### src/rtl/dtree_mc_pkg.sv
// Shared definitions for the multi-channel oblique decision tree evaluator:
// controller states, bias term index and the Q-format product shift.
package dtree_mc_pkg;

    typedef enum logic [2:0] {
        IDLE,
        LOAD,
        BIAS,
        MAC,
        DECIDE,
        DONE
    } state_t;

    localparam int TERM_BIAS = 0;

    // Arithmetic shift drops the fraction bits, rounding toward minus infinity.
    function automatic logic signed [63:0] q_shift(input logic signed [63:0] prod,
                                                   input int unsigned     frac_bits);
        return prod >>> frac_bits;
    endfunction

endpackage

### src/rtl/dtree_mc_mac.sv
// Node evaluator datapath: term selection, Q-format multiply and the accumulator.
// Define DTREE_MC_SAT_EN to saturate the accumulator on overflow instead of wrapping.
module dtree_mc_mac
    import dtree_mc_pkg::*;
#(
    parameter int IN_WIDTH    = 10,
    parameter int COEFF_WIDTH = 4
) (
    input  logic                   clk,
    input  logic                   reset,
    input  logic                   load_bias,
    input  logic                   mac_en,
    input  logic [IN_WIDTH-1:0]    bias,
    input  logic [IN_WIDTH-1:0]    sample,
    input  logic [COEFF_WIDTH:0]   coeff_word,
    output logic                   acc_neg,
    output logic                   ovf
);

    localparam int ACC_W  = IN_WIDTH + 2;
    localparam int PROD_W = IN_WIDTH + COEFF_WIDTH;

    logic signed [ACC_W-1:0]  acc;
    logic signed [ACC_W-1:0]  term;
    logic signed [ACC_W-1:0]  bias_ext;
    logic signed [ACC_W-1:0]  sample_ext;
    logic signed [PROD_W-1:0] prod;
    logic signed [ACC_W:0]    sum;

    function automatic logic signed [ACC_W-1:0] acc_update(input logic signed [ACC_W:0] s);
`ifdef DTREE_MC_SAT_EN
        if (s[ACC_W] != s[ACC_W-1])
            return s[ACC_W] ? {1'b1, {(ACC_W-1){1'b0}}} : {1'b0, {(ACC_W-1){1'b1}}};
        return s[ACC_W-1:0];
`else
        return s[ACC_W-1:0];
`endif
    endfunction

    assign bias_ext   = $signed({{2{bias[IN_WIDTH-1]}}, bias});
    assign sample_ext = $signed({{2{sample[IN_WIDTH-1]}}, sample});
    assign prod = $signed({{COEFF_WIDTH{sample[IN_WIDTH-1]}}, sample})
                * $signed({{IN_WIDTH{coeff_word[COEFF_WIDTH-1]}}, coeff_word[COEFF_WIDTH-1:0]});

    // is_one bypasses the multiplier so a unit weight is exact.
    assign term = coeff_word[COEFF_WIDTH] ? sample_ext
                : ACC_W'(q_shift({{(64-PROD_W){prod[PROD_W-1]}}, prod}, COEFF_WIDTH - 1));

    assign sum     = {acc[ACC_W-1], acc} + {term[ACC_W-1], term};
    assign ovf     = mac_en && (sum[ACC_W] != sum[ACC_W-1]);
    assign acc_neg = acc[ACC_W-1];

    always_ff @(posedge clk or posedge reset) begin
        if (reset)
            acc <= '0;
        else if (load_bias)
            acc <= bias_ext;
        else if (mac_en)
            acc <= acc_update(sum);
    end

endmodule

### src/rtl/dtree_mc.sv
// Multi-channel oblique decision tree: buffers a feature vector, walks DEPTH levels
// of bias + weighted-sum nodes and reports the leaf. Optional macro: DTREE_MC_SAT_EN.
module dtree_mc
    import dtree_mc_pkg::*;
#(
    parameter int FEATURES    = 3,
    parameter int DEPTH       = 2,
    parameter int IN_WIDTH    = 10,
    parameter int COEFF_WIDTH = 4,
    parameter int CHANNELS    = 2,
    localparam int NODES      = (1 << DEPTH) - 1,
    localparam int WORDS      = CHANNELS * NODES * (FEATURES + 1),
    localparam int CH_W       = (CHANNELS > 1) ? $clog2(CHANNELS) : 1,
    localparam int ADDR_W     = (WORDS > 1) ? $clog2(WORDS) : 1
) (
    input  logic                clk,
    input  logic                reset,
    input  logic                in_valid,
    output logic                in_ready,
    input  logic [IN_WIDTH-1:0] sample,
    input  logic [CH_W-1:0]     in_ch,
    input  logic                cfg_we,
    input  logic [ADDR_W-1:0]   cfg_addr,
    input  logic [IN_WIDTH-1:0] cfg_data,
    output logic                out_valid,
    input  logic                out_ready,
    output logic [DEPTH-1:0]    out_leaf,
    output logic [CH_W-1:0]     out_ch,
    output logic                out_ovf
);

    localparam int FEAT_W = (FEATURES > 1) ? $clog2(FEATURES) : 1;
    localparam int LVL_W  = (DEPTH > 1) ? $clog2(DEPTH) : 1;
    localparam int NODE_W = DEPTH + 1;

    state_t              state, state_nx;
    logic [FEAT_W-1:0]   beat_cnt, mac_idx;
    logic [LVL_W-1:0]    level;
    logic [NODE_W-1:0]   node, child;
    logic [CH_W-1:0]     cur_ch;
    logic [IN_WIDTH-1:0] mem  [WORDS];
    logic [IN_WIDTH-1:0] vbuf [FEATURES];
    logic [ADDR_W-1:0]   rd_addr;
    logic [IN_WIDTH-1:0] rd_word;
    int                  term_idx;
    logic                accept, last_beat, last_term, last_level;
    logic                acc_neg, step_ovf, cfg_hit;

    assign in_ready   = (state == IDLE) || (state == LOAD);
    assign out_valid  = (state == DONE);
    assign accept     = in_valid && in_ready;
    assign last_beat  = (beat_cnt == FEAT_W'(FEATURES - 1));
    assign last_term  = (mac_idx == FEAT_W'(FEATURES - 1));
    assign last_level = (level == LVL_W'(DEPTH - 1));
    assign cfg_hit    = cfg_we && in_ready && (int'(cfg_addr) < WORDS);
    assign child      = {node[NODE_W-2:0], 1'b0} + (acc_neg ? NODE_W'(2) : NODE_W'(1));

    always_ff @(posedge clk or posedge reset) begin
        if (reset)
            state <= IDLE;
        else
            state <= state_nx;
    end

    always_comb begin
        state_nx = state;
        unique case (state)
            IDLE:    if (in_valid) state_nx = (FEATURES == 1) ? BIAS : LOAD;
            LOAD:    if (in_valid && last_beat) state_nx = BIAS;
            BIAS:    state_nx = MAC;
            MAC:     if (last_term) state_nx = DECIDE;
            DECIDE:  state_nx = last_level ? DONE : BIAS;
            DONE:    if (out_ready) state_nx = IDLE;
            default: state_nx = IDLE;
        endcase
    end

    always_ff @(posedge clk or posedge reset) begin
        if (reset) begin
            beat_cnt <= '0;
            mac_idx  <= '0;
            level    <= '0;
            node     <= '0;
            cur_ch   <= '0;
            out_leaf <= '0;
            out_ch   <= '0;
            out_ovf  <= 1'b0;
        end else begin
            if (accept) begin
                beat_cnt <= last_beat ? '0 : beat_cnt + 1'b1;
                if (state == IDLE)
                    cur_ch <= in_ch;
                if (last_beat)
                    node <= '0;
            end
            if (state == MAC)
                mac_idx <= last_term ? '0 : mac_idx + 1'b1;
            // Overflow is sticky across all levels of one evaluation.
            if (state == BIAS && level == '0)
                out_ovf <= 1'b0;
            if (step_ovf)
                out_ovf <= 1'b1;
            if (state == DECIDE) begin
                if (last_level) begin
                    level    <= '0;
                    node     <= '0;
                    out_leaf <= DEPTH'(child - NODE_W'(NODES));
                    out_ch   <= cur_ch;
                end else begin
                    level <= level + 1'b1;
                    node  <= child;
                end
            end
        end
    end

    always_ff @(posedge clk or posedge reset) begin
        if (reset) begin
            for (int i = 0; i < WORDS; i++)
                mem[i] <= '0;
        end else if (cfg_hit) begin
            mem[cfg_addr] <= cfg_data;
        end
    end

    always_ff @(posedge clk) begin
        if (accept)
            vbuf[beat_cnt] <= sample;
    end

    // Word layout: ((channel * NODES) + node) * (FEATURES + 1) + term.
    always_comb begin
        term_idx = TERM_BIAS;
        if (state == MAC)
            term_idx = int'(mac_idx) + 1;
        rd_addr = ADDR_W'((int'(cur_ch) * NODES + int'(node)) * (FEATURES + 1) + term_idx);
    end

    assign rd_word = mem[rd_addr];

    dtree_mc_mac #(
        .IN_WIDTH    (IN_WIDTH),
        .COEFF_WIDTH (COEFF_WIDTH)
    ) u_mac (
        .clk        (clk),
        .reset      (reset),
        .load_bias  (state == BIAS),
        .mac_en     (state == MAC),
        .bias       (rd_word),
        .sample     (vbuf[mac_idx]),
        .coeff_word (rd_word[COEFF_WIDTH:0]),
        .acc_neg    (acc_neg),
        .ovf        (step_ovf)
    );

endmodule

### config.mk
export PLATFORM = sky130hd
export DESIGN_NAME = dtree_mc
export DESIGN_NICKNAME = d
export VERILOG_FILES = /design/src/rtl/dtree_mc_pkg.sv /design/src/rtl/dtree_mc_mac.sv /design/src/rtl/dtree_mc.sv
export SDC_FILE = /design/constraint.sdc
export NUM_CORES = 1
export LEC_CHECK = 0
export CELL_PAD_IN_SITES_DETAIL_PLACEMENT = 1
export CELL_PAD_IN_SITES_GLOBAL_PLACEMENT = 1
export CORE_ASPECT_RATIO = 0.6
export CORE_UTILIZATION = 35
export CTS_CLUSTER_SIZE = 12
export DETAILED_ROUTE_END_ITERATION = 10
export PLACE_DENSITY = 0.67
export SLEW_MARGIN = 10
export SYNTH_ARGS = -nofsm -noshare
export SYNTH_HDL_FRONTEND = slang
export SYNTH_HIERARCHICAL = 1
export SYNTH_SLANG_ARGS = --single-unit
### constraint.sdc
create_clock -name clk -period 12.7 [get_ports clk]
set_input_delay 2.54 -clock clk [delete_from_list [all_inputs] [get_ports clk]]
set_output_delay 2.54 -clock clk [all_outputs]
set_load 0.01 [all_outputs]
== Word-level counts from Yosys, hierarchy flattened ==
Memory sizes are Yosys's and may differ from the RTL's.
Index checks and enable logic that the tools add are counted.

* Register bits after elaboration: 268
* RAM bits: 30
* Bits of input ports: 31
* Output and inout bits: 6
* Word-level logic and storage cells: 110
* Memories: 1

* Add/sub/neg operators: 9
* Multipliers: 2
* Order comparisons: 4
* Eq/ne operators: 12
* Mux-type cells: 28
* Bitwise operators: 3
* Reduce and logical (&&, ||, !) cells: 17

{| class="wikitable"
|+ Memory list
! memory !! depth !! bits a word !! rd ports !! clocked after Yosys merged registers in !! wr ports !! line !! source
|-
| vbuf || 3 || 10 || 1 || 0 || 1 || dtree_mc.sv:42 || <nowiki>logic [IN_WIDTH-1:0] vbuf [FEATURES];</nowiki>
|}

{| class="wikitable"
|+ Operators with widths
! kind !! number
|-
| bitwise mux 240 bit || 1
|-
| binary-select mux 10 bit (select 5 bit) || 1
|-
| demux 10 bit (select 5 bit) || 1
|-
| 2-to-1 mux 12 bit || 3
|-
| 2-to-1 mux 10 bit || 3
|-
| 2-to-1 mux 3 bit || 10
|-
| case mux 3 bit (6 select lines) || 1
|-
| multiplier 10 x 4 -> 14 bit || 1
|-
| adder 12 x 12 -> 13 bit || 1
|-
| >= comparator 6 bit, second input constant || 2
|-
| NOT 5 -> 6 bit || 2
|-
| nonzero test 2 bit || 4
|-
| logical AND 1 bit || 7
|-
| equality test 3 x 2 -> 1 bit, second input constant || 2
|-
| equality test 3 bit, second input constant || 2
|-
| < comparator 6 x 1 -> 1 bit, second input constant || 1
|-
| 2-to-1 mux 2 bit || 3
|-
| AND reduction 2 bit || 3
|-
| adder 5 bit || 1
|-
| < comparator 5 bit, second input constant || 1
|-
| 2-to-1 mux 1 bit || 5
|-
| adder 2 x 1 -> 2 bit, second input constant || 2
|-
| equality test 2 bit, second input constant || 2
|-
| inequality test 2 x 1 -> 1 bit, second input constant || 2
|-
| other kinds (13) || 14
|}

== Depth between registers and ports, before layout ==
Gate-level depths: netlist of the first run.

* Depth after elaboration: 13
* Depth in mapped cells: 35
* Gate-level depth less buffers: 32

== Hierarchy ==
The synthesis of the first run kept the hierarchy.

{| class="wikitable"
|+ By module, submodules not included
! module !! instances !! cells an instance !! area an instance (um2) !! sequential area each (um2)
|-
| dtree_mc || 1 || 1,082 || 13,439.1 || 7,307.0
|-
| dtree_mc_mac || 1 || 282 || 2,444.8 || 300.3
|}

== Worst setup path after synthesis of the first run ==
Ideal clock, no wire load.

* Path type: flip-flop to flip-flop
* Start point: register state[2]
* End point: register out_ovf
* Setup time: 0.125 ns
* Arrival time: 7.195 ns
* Required time: 12.575 ns
* Path slack: 5.381 ns
* Stages on the path, launching flop included: 35
* Buffers on the path: 4
* Period minus slack after synthesis: 7.319 ns
* Cell sequence: dfrtp_1 -> buf_6 -> and3b_1 -> buf_2 -> buf_2 -> and2_1 -> ha_1 -> ha_1 -> xor2_1 -> xnor2_1 -> nor2b_1 -> clkbuf_1 -> o21ai_0 -> o221ai_1 -> nand2_1 -> fa_1 -> fa_1 -> fa_1 -> inv_1 -> ha_1 -> fa_1 -> a211oi_2 -> nor2_1 -> o31ai_4 -> nand2b_1 -> a2111oi_0 -> nand3b_1 -> ha_1 -> a21o_1 -> a31oi_1 -> o21ai_0 -> a31oi_4 -> xor2_1 -> and2_1 -> nand2b_1

* Longest elaborated chain between the ends: 13
* Elaborated cells between the ends (all ways): 16
* Classes of those cells: 2 x add/sub; 1 x mul; 3 x eq/ne; 6 x mux; 1 x bitwise; 3 x reduce/logical

{| class="wikitable"
|+ RTL lines
! what !! line !! source
|-
| from (decl) || dtree_mc.sv:36 || <nowiki>state_t state, state_nx;</nowiki>
|-
| from (signal assigned) || dtree_mc.sv:62 || <nowiki>state <= state_nx;</nowiki>
|-
| equality test 3 x 2 -> 1 bit * || dtree_mc.sv:134 || <nowiki>if (state == MAC)</nowiki>
|-
| 2-to-1 mux 3 bit * || dtree_mc.sv:134 ||
|-
| adder 5 bit * || dtree_mc.sv:136 || <nowiki>rd_addr = ADDR_W'((int'(cur_ch) * NODES + int'(node)) * (FEATURES + 1) + term_idx);</nowiki>
|-
| NOT 5 -> 6 bit (not written as such) * || dtree_mc.sv:139 || <nowiki>assign rd_word = mem[rd_addr];</nowiki>
|-
| binary-select mux 10 bit (select 5 bit) * || dtree_mc.sv:139 ||
|-
| 2-to-1 mux 10 bit (not written as such) * (2 in a row) || dtree_mc.sv:139 ||
|-
| named net rd_word[1] || dtree_mc.sv:44 || <nowiki>logic [IN_WIDTH-1:0] rd_word;</nowiki>
|-
| multiplier 10 x 4 -> 14 bit * || dtree_mc_mac.sv:43 || <nowiki>* $signed({{IN_WIDTH{coeff_word[COEFF_WIDTH-1]}}, coeff_word[COEFF_WIDTH-1:0]});</nowiki>
|-
| 2-to-1 mux 12 bit * || dtree_mc_mac.sv:46 || <nowiki>assign term = coeff_word[COEFF_WIDTH] ? sample_ext</nowiki>
|-
| adder 12 x 12 -> 13 bit * || dtree_mc_mac.sv:49 || <nowiki>assign sum = {acc[ACC_W-1], acc} + {term[ACC_W-1], term};</nowiki>
|-
| inequality test 1 bit * || dtree_mc_mac.sv:50 || <nowiki>assign ovf = mac_en && (sum[ACC_W] != sum[ACC_W-1]);</nowiki>
|-
| logical AND 1 bit * || dtree_mc_mac.sv:50 ||
|-
| named net step_ovf || dtree_mc.sv:47 || <nowiki>logic acc_neg, step_ovf, cfg_hit;</nowiki>
|-
| 2-to-1 mux 1 bit or nonzero test 2 bit (tied branches) || -- ||
|-
| to (signal assigned) || dtree_mc.sv:87 || <nowiki>out_ovf <= 1'b0;</nowiki>
|-
| to (signal assigned) || dtree_mc.sv:100 || <nowiki>out_ovf <= 1'b0;</nowiki>
|-
| to (signal assigned) || dtree_mc.sv:102 || <nowiki>out_ovf <= 1'b1;</nowiki>
|-
| to (decl) || dtree_mc.sv:29 || <nowiki>output logic out_ovf</nowiki>
|}

Mark *: on every way through the listed nets, which the timed path passes. The rest lies on a longest branch. The select of a mux whose other input is x is not followed.
A chain may end at the register's enable or synchronous reset.

== Final worst setup path of the first run ==
* Start point: register mac_idx[0]
* End point: register out_ovf

* Longest elaborated chain between the ends: 13
* Elaborated cells between the ends (all ways): 15
* Classes of those cells: 3 x add/sub; 1 x mul; 1 x eq/ne; 6 x mux; 1 x bitwise; 2 x reduce/logical; 1 x memory

{| class="wikitable"
|+ RTL lines
! what !! line !! source
|-
| from (decl) || dtree_mc.sv:37 || <nowiki>logic [FEAT_W-1:0] beat_cnt, mac_idx;</nowiki>
|-
| from (signal assigned) || dtree_mc.sv:97 || <nowiki>mac_idx <= last_term ? '0 : mac_idx + 1'b1;</nowiki>
|-
| adder 2 x 1 -> 3 bit * || dtree_mc.sv:135 || <nowiki>term_idx = int'(mac_idx) + 1;</nowiki>
|-
| 2-to-1 mux 3 bit * || dtree_mc.sv:134 ||
|-
| adder 5 bit * || dtree_mc.sv:136 ||
|-
| NOT 5 -> 6 bit (not written as such) * || dtree_mc.sv:139 ||
|-
| binary-select mux 10 bit (select 5 bit) * || dtree_mc.sv:139 ||
|-
| 2-to-1 mux 10 bit (not written as such) * (2 in a row) || dtree_mc.sv:139 ||
|-
| named net rd_word[1] || dtree_mc.sv:44 ||
|-
| multiplier 10 x 4 -> 14 bit * || dtree_mc_mac.sv:43 ||
|-
| 2-to-1 mux 12 bit * || dtree_mc_mac.sv:46 ||
|-
| adder 12 x 12 -> 13 bit * || dtree_mc_mac.sv:49 ||
|-
| inequality test 1 bit * || dtree_mc_mac.sv:50 ||
|-
| logical AND 1 bit * || dtree_mc_mac.sv:50 ||
|-
| named net step_ovf || dtree_mc.sv:47 ||
|-
| 2-to-1 mux 1 bit or nonzero test 2 bit (tied branches) || -- ||
|}

Marked as above.

==> flow_summary.json, run 1 <==
{
  "status": "complete, no violations",
  "drt_first_iter_violations": 927,
  "place.detailed.hpwl_um": 31600,
  "layout.cells.non_filler": 1970,
  "synth.yosys.seq_area_share_pct": 47.9,
  "via_per_inst": 5.62,
  "cp_data_required_time_ps": 13170,
  "initial_cell_density_of_the_core_pct": 35.4,
  "grt_max_degree": 152,
  "crit_path_frequent_cell": "sky130_fd_sc_hd__fa_1",
  "via_count": 11100,
  "finalWorstPathRequiredPeriod_ps": 9160,
  "first_pass_grt_wire_length_um": 73400,
  "fmaxAchievable_mhz": 109,
  "ys_dominant_reg_cell": "sky130_fd_sc_hd__dfrtp_1",
  "critical_path.startpoint_type": "register",
  "ctsRootBufferMaster": "sky130_fd_sc_hd__clkbuf_16",
  "crit_type": "reg -> reg",
  "synth_seq_cells": 298,
  "timing.critical_path.slowest_stage_cell": "sky130_fd_sc_hd__dfrtp_4",
  "finalSetupTns_ps": 0,
  "timing.hold.worst.class": "reg -> reg",
  "route.met2.wl_um": 18500,
  "final.period_utilization_pct": 72.1,
  "core_area_um2": 44800,
  "cts.hold.buffers_added": 0,
  "drt_first_pass_iters": 6,
  "maxCapViolCount": 0,
  "grt_antenna_before_repair": 1,
  "htree_levels": 1,
  "share_of_cells_above_drive_strength_1_pct": 24.8,
  "max_slew_margin_pct": 16.7,
  "layout.cell_area.non_filler_um2": 17800,
  "clock_sink_count": 298,
  "setup_viol": 0,
  "port_buffers": 36,
  "cts.reportedPaths.clkPinSlew_ps": 60,
  "detail_route.wirelength.met1_um": 23900,
  "routed_wire_length_per_instance_um": 23.3,
  "number_of_global_route_vias_before_repair": 11700,
  "placement.cell_area_um2": 16800,
  "grt-ovfl-total": 0,
  "clock_skew_ps": 15.9,
  "r2r.worst_path.cells": 30,
  "grt_usage_pct": 20.3,
  "design.final.nets": 1460,
  "final_hold_viol_count": 0,
  "worst_hold_path.num_cells": 1,
  "place_congestion": 0.828,
  "totalWireLength_um": 46000,
  "routed_antenna_nets": 0,
  "flow.area_growth_from_synthesis_pct": 11.8,
  "endpoint_type_of_the_worst_setup_path": "register",
  "final_core_util_pct": 39.6,
  "highest-signal-layer": "met4",
  "async_flop_share_pct": 89.9,
  "synthesis.area_um2": 15900,
  "cts_post_setup_buffers_inserted": 0,
  "avgSynthCellArea_um2": 11.6,
  "die-width_um": 277,
  "cts_max_path_buffers": 3,
  "slew_violations": 0,
  "rsz0062_at_grt": "no",
  "synth.net_count": 1460,
  "synth_cell_types": 69,
  "clock_latency_ps": 590,
  "synth.yosys.warnings": 6,
  "worst-path-max-fanout": 78,
  "die_area_um2": 46300,
  "cpPeakStageDelay_ps": 730,
  "synthesis.instances": 1364,
  "row_count": 60,
  "post_cts_resized": 0,
  "synth-edff-count": 30,
  "tritoncts": "built",
  "met3_wirelength_um": 2840,
  "max_slew.worst_pin.slew_ps": 1250,
  "die-height_um": 167,
  "drc": 0,
  "cts_buffers": 31,
  "timing.critical_path.arrival_ps": 9630,
  "numPlacedInstances": 1920,
  "top_level_ports": 37
}
==> worst max-delay path, delay by kind of cell (launching register included) <==
family / cells / cell delay [ps]
and+or+nand+nor: 7 / 1130
adders and majority gates: 7 / 2880
AOI/OAI and AO/OA: 10 / 2770
buffers and inverters: 5 / 1290
DFF: 1 / 730
xor gates and xnor gates: 1 / 90
==> cells by family (layout without fill, tap and decap cells) <==
| kind of cell | after synthesis | in the layout | synth area share (%) |
|---|---|---|---|
| simple gates | 327 | 327 | 10.5 |
| mux | 297 | 297 | 20.6 |
| fa+ha+maj | 65 | 65 | 6.21 |
| xor+xnor | 23 | 23 | 1.27 |
| other cells | 0 | 1 | 0 |
| flops | 298 | 298 | 47.9 |
| compound gates | 241 | 241 | 10.5 |
| buf+inv | 113 | 129 | 2.99 |
==> per-stage QoR <==
step	worst slack (ps)	hold WS (ps)
after floorplan	3120	457
after global placement	3950	463
after detailed placement	3660	479
after CTS	3600	493
after global routing	2850	509
final	3540	492
==> sequential cells by signal, summed over array words and instances, names as in the netlist <==
name	count
mem	240
vbuf	30
u_mac/acc	12
node	3
state	3
beat_cnt	2
mac_idx	2
out_leaf	2
cur_ch	1
last_level	1
out_ch	1
out_ovf	1
==> placed cells by master (no fill, tap or decap), types with 4 or more instances in the layout <==
master,Yosys,layout
sky130_fd_sc_hd__inv_1,26,25
sky130_fd_sc_hd__clkbuf_16,0,32
sky130_fd_sc_hd__a22oi_1,21,21
sky130_fd_sc_hd__fa_1,23,23
sky130_fd_sc_hd__nand2_1,122,122
sky130_fd_sc_hd__dfrtp_1,268,267
sky130_fd_sc_hd__nand2_2,12,12
sky130_fd_sc_hd__and2_1,27,27
sky130_fd_sc_hd__o21ai_0,72,72
sky130_fd_sc_hd__nor2_2,6,6
sky130_fd_sc_hd__buf_4,2,17
sky130_fd_sc_hd__clkbuf_8,0,8
sky130_fd_sc_hd__o311ai_0,8,8
sky130_fd_sc_hd__o31ai_1,5,5
sky130_fd_sc_hd__a21oi_1,35,35
sky130_fd_sc_hd__mux2_2,241,241
sky130_fd_sc_hd__nand2b_1,10,10
sky130_fd_sc_hd__and3_1,4,4
sky130_fd_sc_hd__mux2i_1,55,55
sky130_fd_sc_hd__xor2_1,12,12
sky130_fd_sc_hd__o311a_1,10,10
sky130_fd_sc_hd__o211ai_1,10,10
sky130_fd_sc_hd__a31oi_1,4,4
sky130_fd_sc_hd__nor2_1,61,61
sky130_fd_sc_hd__nor2b_1,30,30
sky130_fd_sc_hd__o221ai_1,30,29
sky130_fd_sc_hd__a21o_1,8,8
sky130_fd_sc_hd__nor3_1,7,7
sky130_fd_sc_hd__o22ai_1,4,4
sky130_fd_sc_hd__edfxtp_1,30,30
sky130_fd_sc_hd__clkdlybuf4s50_1,0,35
sky130_fd_sc_hd__nand3_1,26,26
sky130_fd_sc_hd__ha_1,42,42
sky130_fd_sc_hd__clkbuf_1,58,5
sky130_fd_sc_hd__xnor2_1,11,11
sky130_fd_sc_hd__a32oi_1,11,11
==> synth_stat cells, drive strengths merged, types with 3 or more instances <==
cell / instances / area, µm²
a22o: 3 / 26.3
o311a: 10 / 100
o221ai: 30 / 263
mux2i: 55 / 551
clkbuf: 59 / 223
nor3: 9 / 67.6
nand3: 29 / 183
a211oi: 4 / 35.0
a31oi: 5 / 46.3
inv: 27 / 101
nor2b: 30 / 188
o211ai: 10 / 75.1
o21a: 3 / 22.5
fa: 23 / 460
o31ai: 6 / 58.8
o22ai: 4 / 25.0
buf: 27 / 151
xnor2: 11 / 96.3
xor2: 12 / 105
mux2: 242 / 2730
o311ai: 9 / 78.8
a21oi: 35 / 175
a22oi: 21 / 158
edfxtp: 30 / 901
nand2: 134 / 533
and3: 4 / 25.0
and2: 27 / 169
nand2b: 10 / 62.6
a32oi: 11 / 96.3
nor2: 68 / 278
dfrtp: 268 / 6710
ha: 42 / 526
o21ai: 73 / 365
a21o: 8 / 60.1
==> metal layers <==
metal | GRT usage, % | vias to the layer above
li1 | - | 4920
met1 | 32.5 | 5850
met2 | 27.8 | 248
met3 | 4.10 | 53
met4 | 4.11 | 0
met5 | 0 | -
==> cell type report <==
| class | count | area, µm² |
|---|---|---|
| diodes | 1 | 2.50 |
| clock buffers | 45 | 930 |
| clock inverters | 4 | 63.8 |
| fillers | 4731 | 27100 |
| inverters | 27 | 109 |
| multi-input cells | 953 | 7830 |
| flip-flops and latches | 298 | 7610 |
| well taps | 589 | 737 |
| repair buffers | 53 | 483 |
==> final timing paths <==
kind	start	to	slack, ps
min reg2reg	mem[1]	mem[1]	490
max	mac_idx[0]	out_ovf	3540
min in group asynchronous	reset	u_mac/acc[11]	2520
max in group asynchronous	reset	mac_idx[0]	8520
min	mem[1]	mem[1]	490
max reg2reg	mac_idx[0]	out_ovf	3540
Power of run 1 is not shown: default switching activity piles up to over one toggle a cycle in this logic, so the estimate is an artifact.
==> inputs of run 2 (changes only) <==
Settings changed: PLACE_DENSITY 0.67 to 0.7.
Clock period 12.7 ns to 7.65 ns, I/O delays scaled along.
==> run 2 against run 1 <==
Compared with the run above: worst hold slack worse by 15 ps; utilization up 0.64 points; worst setup slack worse by 3100 ps; die area unchanged; sequential share of layout area down 0.69 points; wire length up 1.8%; clock skew down 5.9 ps; non-clock buffer count up 34.
==> flow_summary.json, run 2 (synthesized netlist as in run 1, its figures left out) <==
{
  "status": "complete, no violations",
  "fmaxAchievable_mhz": 139,
  "number_of_global_route_vias_before_repair": 11800,
  "ctsRootBufferMaster": "sky130_fd_sc_hd__clkbuf_16",
  "routed_wire_length_per_instance_um": 23.4,
  "hold_slack_ps": 477,
  "worst_hold_startpoint": "out_leaf[1]",
  "worst_hold_path.num_cells": 2,
  "port_buffers": 36,
  "grt_antenna_before_repair": 1,
  "place_congestion": 0.871,
  "r2r.worst_path.cells": 28,
  "timing.critical_path.arrival_ps": 7670,
  "finalWorstPathRequiredPeriod_ps": 7210,
  "die_area_um2": 46300,
  "setup_viol": 0,
  "share_of_cells_above_drive_strength_1_pct": 27.1,
  "grt_max_degree": 124,
  "flow.area_growth_from_synthesis_pct": 13.6,
  "cp_data_required_time_ps": 8110,
  "grt_usage_pct": 20.6,
  "first_pass_grt_wire_length_um": 73900,
  "final_hold_viol_count": 0,
  "cts_buffers": 30,
  "row_count": 60,
  "cpPeakStageDelay_ps": 550,
  "initial_cell_density_of_the_core_pct": 35.4,
  "critical_path.startpoint_type": "register",
  "grt-ovfl-total": 0,
  "clock_skew_ps": 10.0,
  "die-height_um": 167,
  "clock_sink_count": 298,
  "cts_max_path_buffers": 3,
  "drt_first_iter_violations": 693,
  "endpoint_type_of_the_worst_setup_path": "register",
  "r2r-start": "mac_idx[0]",
  "htree_levels": 1,
  "max_slew.worst_pin.slew_ps": 1220,
  "worstPathBufferInverterCount": 4,
  "timing.hold.worst.class": "reg -> reg",
  "largest_register": "mem",
  "die-width_um": 277,
  "min_to": "out_leaf[1]",
  "timing.critical_path.slowest_stage_cell": "sky130_fd_sc_hd__fa_1",
  "cts.reportedPaths.clkPinSlew_ps": 70,
  "reg2reg_to": "out_ovf",
  "crit_path_frequent_cell": "sky130_fd_sc_hd__ha_1",
  "top_level_ports": 37,
  "place.detailed.hpwl_um": 32800,
  "design.final.nets": 1493,
  "slew_violations": 0,
  "drt_first_pass_iters": 5,
  "largest_reg_flops": 240,
  "crit_type": "reg -> reg",
  "layout.cells.most_common": "sky130_fd_sc_hd__dfrtp_1",
  "timing.critical_path.max_delay_family": "adder cells",
  "maxCapViolCount": 0,
  "worst-path-max-fanout": 50,
  "biggestRegsByFlops": "mem (240), vbuf (30), u_mac/acc (12)",
  "via_count": 11100,
  "drc": 0,
  "tritoncts": "built",
  "pre_cts_ws_ps": 96.4,
  "core_area_um2": 44800,
  "via_per_inst": 5.54,
  "cts.hold.buffers_added": 0,
  "clock_latency_ps": 570,
  "setup_ws_ps": 443,
  "max_slew_margin_pct": 18.1,
  "most-common-layout-cells": "sky130_fd_sc_hd__dfrtp_1 (267), sky130_fd_sc_hd__mux2_2 (241), sky130_fd_sc_hd__nand2_1 (122)",
  "reg2reg_slack_ps": 440,
  "totalWireLength_um": 46800,
  "routed_antenna_nets": 0,
  "final.period_utilization_pct": 94.2
}
run 2: changes by cell type in the layout (fill, tap and decap cells not counted), moves of 2 or more:
cell	before	now
sky130_fd_sc_hd__nor2_1	61	59
sky130_fd_sc_hd__buf_4	17	46
sky130_fd_sc_hd__clkbuf_1	5	8
sky130_fd_sc_hd__ha_1	42	40
sky130_fd_sc_hd__buf_12	0	4
sky130_fd_sc_hd__clkinvlp_4	0	2
sky130_fd_sc_hd__inv_1	25	23
sky130_fd_sc_hd__clkbuf_8	8	4
run 2: timing repair:
action                                 4_1_cts  5_1_grt
pin swaps                                    0        8
endpoints found under the hold margin        0        0
setup endpoints to repair                    1        4
buffers inserted                             0        1
gates resized for setup                      1       21
run 2: cell type report:
class	count	area, µm²
flip-flops and latches	298	7610
well taps	589	737
repair buffers	87	797
diodes	1	2.50
clock inverters	3	16.3
multi-input cells	953	7920
clock buffers	43	861
fillers	4740	26800
inverters	27	109
run 2: worst reg2reg max path: cells and delay by family (launching register included):
kind / cells / cell delay (ps)
adders and majority gates: 6 / 2360
AOI/OAI and AO/OA: 11 / 2360
and+or+nand+nor: 5 / 920
buffers and inverters: 4 / 860
DFF: 1 / 440
xor gates and xnor gates: 2 / 140
run 2: stage by stage:
step / std cells / setup TNS (ps) / cell area (µm²) / util, %
after floorplan: 1364 / 0 / 15900 / -
after global placement: 1953 / 0 / 17100 / 38.1
after detailed placement: 1953 / 0 / 17100 / 38.1
after CTS: 1999 / 0 / 17900 / 40.0
after global routing: 2001 / -43.4 / 18000 / 40.3
final: 2001 / 0 / 18000 / 40.3
run 2: routing by layer:
| metal | vias up | track usage [%] | part of all wire [%] |
|---|---|---|---|
| li1 | 4981 | - | - |
| met1 | 5813 | 31.7 | 51 |
| met2 | 231 | 29.0 | 41 |
| met3 | 66 | 4.87 | 5.6 |
| met4 | 0 | 4.20 | 2.0 |
| met5 | - | 0 | 0 |
run 2: worst max-delay path by stage:
stage | from | endpoint | slack [ps] | depth (start not counted)
after floorplan | state[2] | out_ovf | 330 | 34
after global placement | node[0] | out_ovf | 290 | 30
after detailed placement | node[0] | out_ovf | 100 | 30
after CTS | node[0] | out_ovf | 60 | 31
after global routing | node[0] | out_ovf | -40 | 31
final | mac_idx[0] | out_ovf | 440 | 28
Power of run 2 is left out for the same reason.
==> inputs of run 3 (changes only) <==
Settings changed: ABC_CLOCK_PERIOD_IN_PS set to 7650, REMOVE_ABC_BUFFERS set to 1.
==> run 3 against run 2 <==
Compared with the run above: die area is the same; highest routed layer unchanged; global-route usage is 0.051 points lower; largest cell class unchanged; critical path type unchanged; first-iteration DRC count increased by 12%; register-to-register slack got worse by 150 ps; maximum frequency decreased by 2.0%.
==> flow_summary.json, run 3 (synthesized netlist as in run 1, its figures left out) <==
{
  "status": "complete, no violations",
  "reg2reg_slack_ps": 290,
  "via_count": 11200,
  "timing.hold.worst.class": "reg -> reg",
  "max_slew.worst_pin.slew_ps": 1290,
  "clock_skew_ps": 27.7,
  "port_buffers": 36,
  "final_hold_viol_count": 0,
  "row_count": 60,
  "layout.cell_area.non_filler_um2": 18100,
  "clock_sink_count": 298,
  "largest_reg_flops": 240,
  "place.detailed.hpwl_um": 32700,
  "critical_path.startpoint_type": "register",
  "core_area_um2": 44800,
  "most-common-layout-cells": "sky130_fd_sc_hd__dfrtp_1 (267), sky130_fd_sc_hd__mux2_2 (241), sky130_fd_sc_hd__nand2_1 (122)",
  "r2r-start": "node[0]",
  "worst-path-max-fanout": 8,
  "placement.cell_area_um2": 17100,
  "grt_antenna_before_repair": 1,
  "htree_levels": 1,
  "clock_latency_ps": 590,
  "cts.reportedPaths.clkPinSlew_ps": 60,
  "drt_first_pass_iters": 5,
  "endpoint_type_of_the_worst_setup_path": "register",
  "biggestRegsByFlops": "mem (240), vbuf (30), u_mac/acc (12)",
  "die-width_um": 277,
  "worst_hold_startpoint": "out_leaf[1]",
  "hold_slack_ps": 490,
  "die-height_um": 167,
  "cts.hold.buffers_added": 0,
  "top_level_ports": 37,
  "startpoint": "node[0]",
  "final.period_utilization_pct": 96.2,
  "drc": 0,
  "grt_usage_pct": 20.6,
  "cts_buffers": 30,
  "drt_first_iter_violations": 776,
  "cp_data_required_time_ps": 8120,
  "design.final.nets": 1494,
  "initial_cell_density_of_the_core_pct": 35.4,
  "maxCapViolCount": 0,
  "timing.critical_path.arrival_ps": 7820,
  "cpPeakStageDelay_ps": 500,
  "largest_register": "mem",
  "via_per_inst": 5.59,
  "routed_wire_length_per_instance_um": 23.2,
  "crit_type": "reg -> reg",
  "ctsRootBufferMaster": "sky130_fd_sc_hd__clkbuf_16",
  "fmaxAchievable_mhz": 136,
  "grt-ovfl-total": 0,
  "flow.area_growth_from_synthesis_pct": 13.8,
  "layout.cells.most_common": "sky130_fd_sc_hd__dfrtp_1",
  "routed_antenna_nets": 0,
  "tritoncts": "built",
  "timing.critical_path.slowest_stage_cell": "sky130_fd_sc_hd__fa_1",
  "totalWireLength_um": 46600,
  "place_congestion": 0.889,
  "share_of_cells_above_drive_strength_1_pct": 27.0,
  "slew_violations": 0,
  "grt_max_degree": 138,
  "finalWorstPathRequiredPeriod_ps": 7360,
  "cts_max_path_buffers": 3,
  "number_of_global_route_vias_before_repair": 11900,
  "die_area_um2": 46300,
  "setup_viol": 0,
  "max_slew_margin_pct": 14.0,
  "first_pass_grt_wire_length_um": 73600
}
run 3: changes by cell type in the layout (fill, tap and decap cells not counted), moves of 2 or more:
| cell | delta |
|---|---|
| sky130_fd_sc_hd__inv_1 | +2 |
| sky130_fd_sc_hd__clkbuf_1 | +4 |
| sky130_fd_sc_hd__buf_12 | +2 |
| sky130_fd_sc_hd__o221ai_2 | +2 |
| sky130_fd_sc_hd__o221ai_1 | -2 |
run 3: layer usage:
layer | vias up | share of wire (%) | track usage, %
li1 | 4992 | - | -
met1 | 5906 | 51 | 32.1
met2 | 264 | 42 | 29.6
met3 | 46 | 5.5 | 3.70
met4 | 0 | 1.4 | 3.50
met5 | - | 0 | 0
run 3: path summary, 6_finish.rpt:
path,endpoint,depth (start not counted)
setup / recovery,out_ovf,31
hold / removal,out_leaf[1],2
setup reg to reg,out_ovf,31
hold reg to reg,out_leaf[1],2
max in group asynchronous,mac_idx[0],3
min in group asynchronous,u_mac/acc[7],2
run 3: area by class of cell:
cell class / instances / area (µm²)
Inverter: 27 / 109
Antenna cell: 1 / 2.50
Fill cell: 4745 / 26700
Multi-Input combinational cell: 953 / 7900
Timing Repair Buffer: 88 / 830
Clock buffer: 46 / 851
Tap cell: 589 / 737
Clock inverter: 3 / 42.5
Sequential cell: 298 / 7610
run 3: worst max-delay path: cells and delay by family (launching register included):
kind / cells / cell delay [ps]
flip-flops: 1 / 380
AND/OR/NAND/NOR: 5 / 600
adder cells (fa/ha/maj): 9 / 3270
AO/OA/AOI/OAI: 9 / 1950
XOR/XNOR: 3 / 540
buffers and inverters: 5 / 470
run 3: through the flow:
stage                     worst slack [ps]  std cells  util (%)  TNS [ps]
after global routing                 -82.6       2004      40.3     -82.6
final                                  293       2005      40.3         0
after detailed placement               136       1952      38.1         0
after CTS                             67.0       2001      40.1         0
after floorplan                      -3180       1278         -   -267790
after global placement                 173       1952      38.1         0
run 3: timing repair:
action,CTS,global route
resized for setup,0,18
setup endpoints to repair,0,3
setup buffers,0,3
Power of run 3 is left out for the same reason.
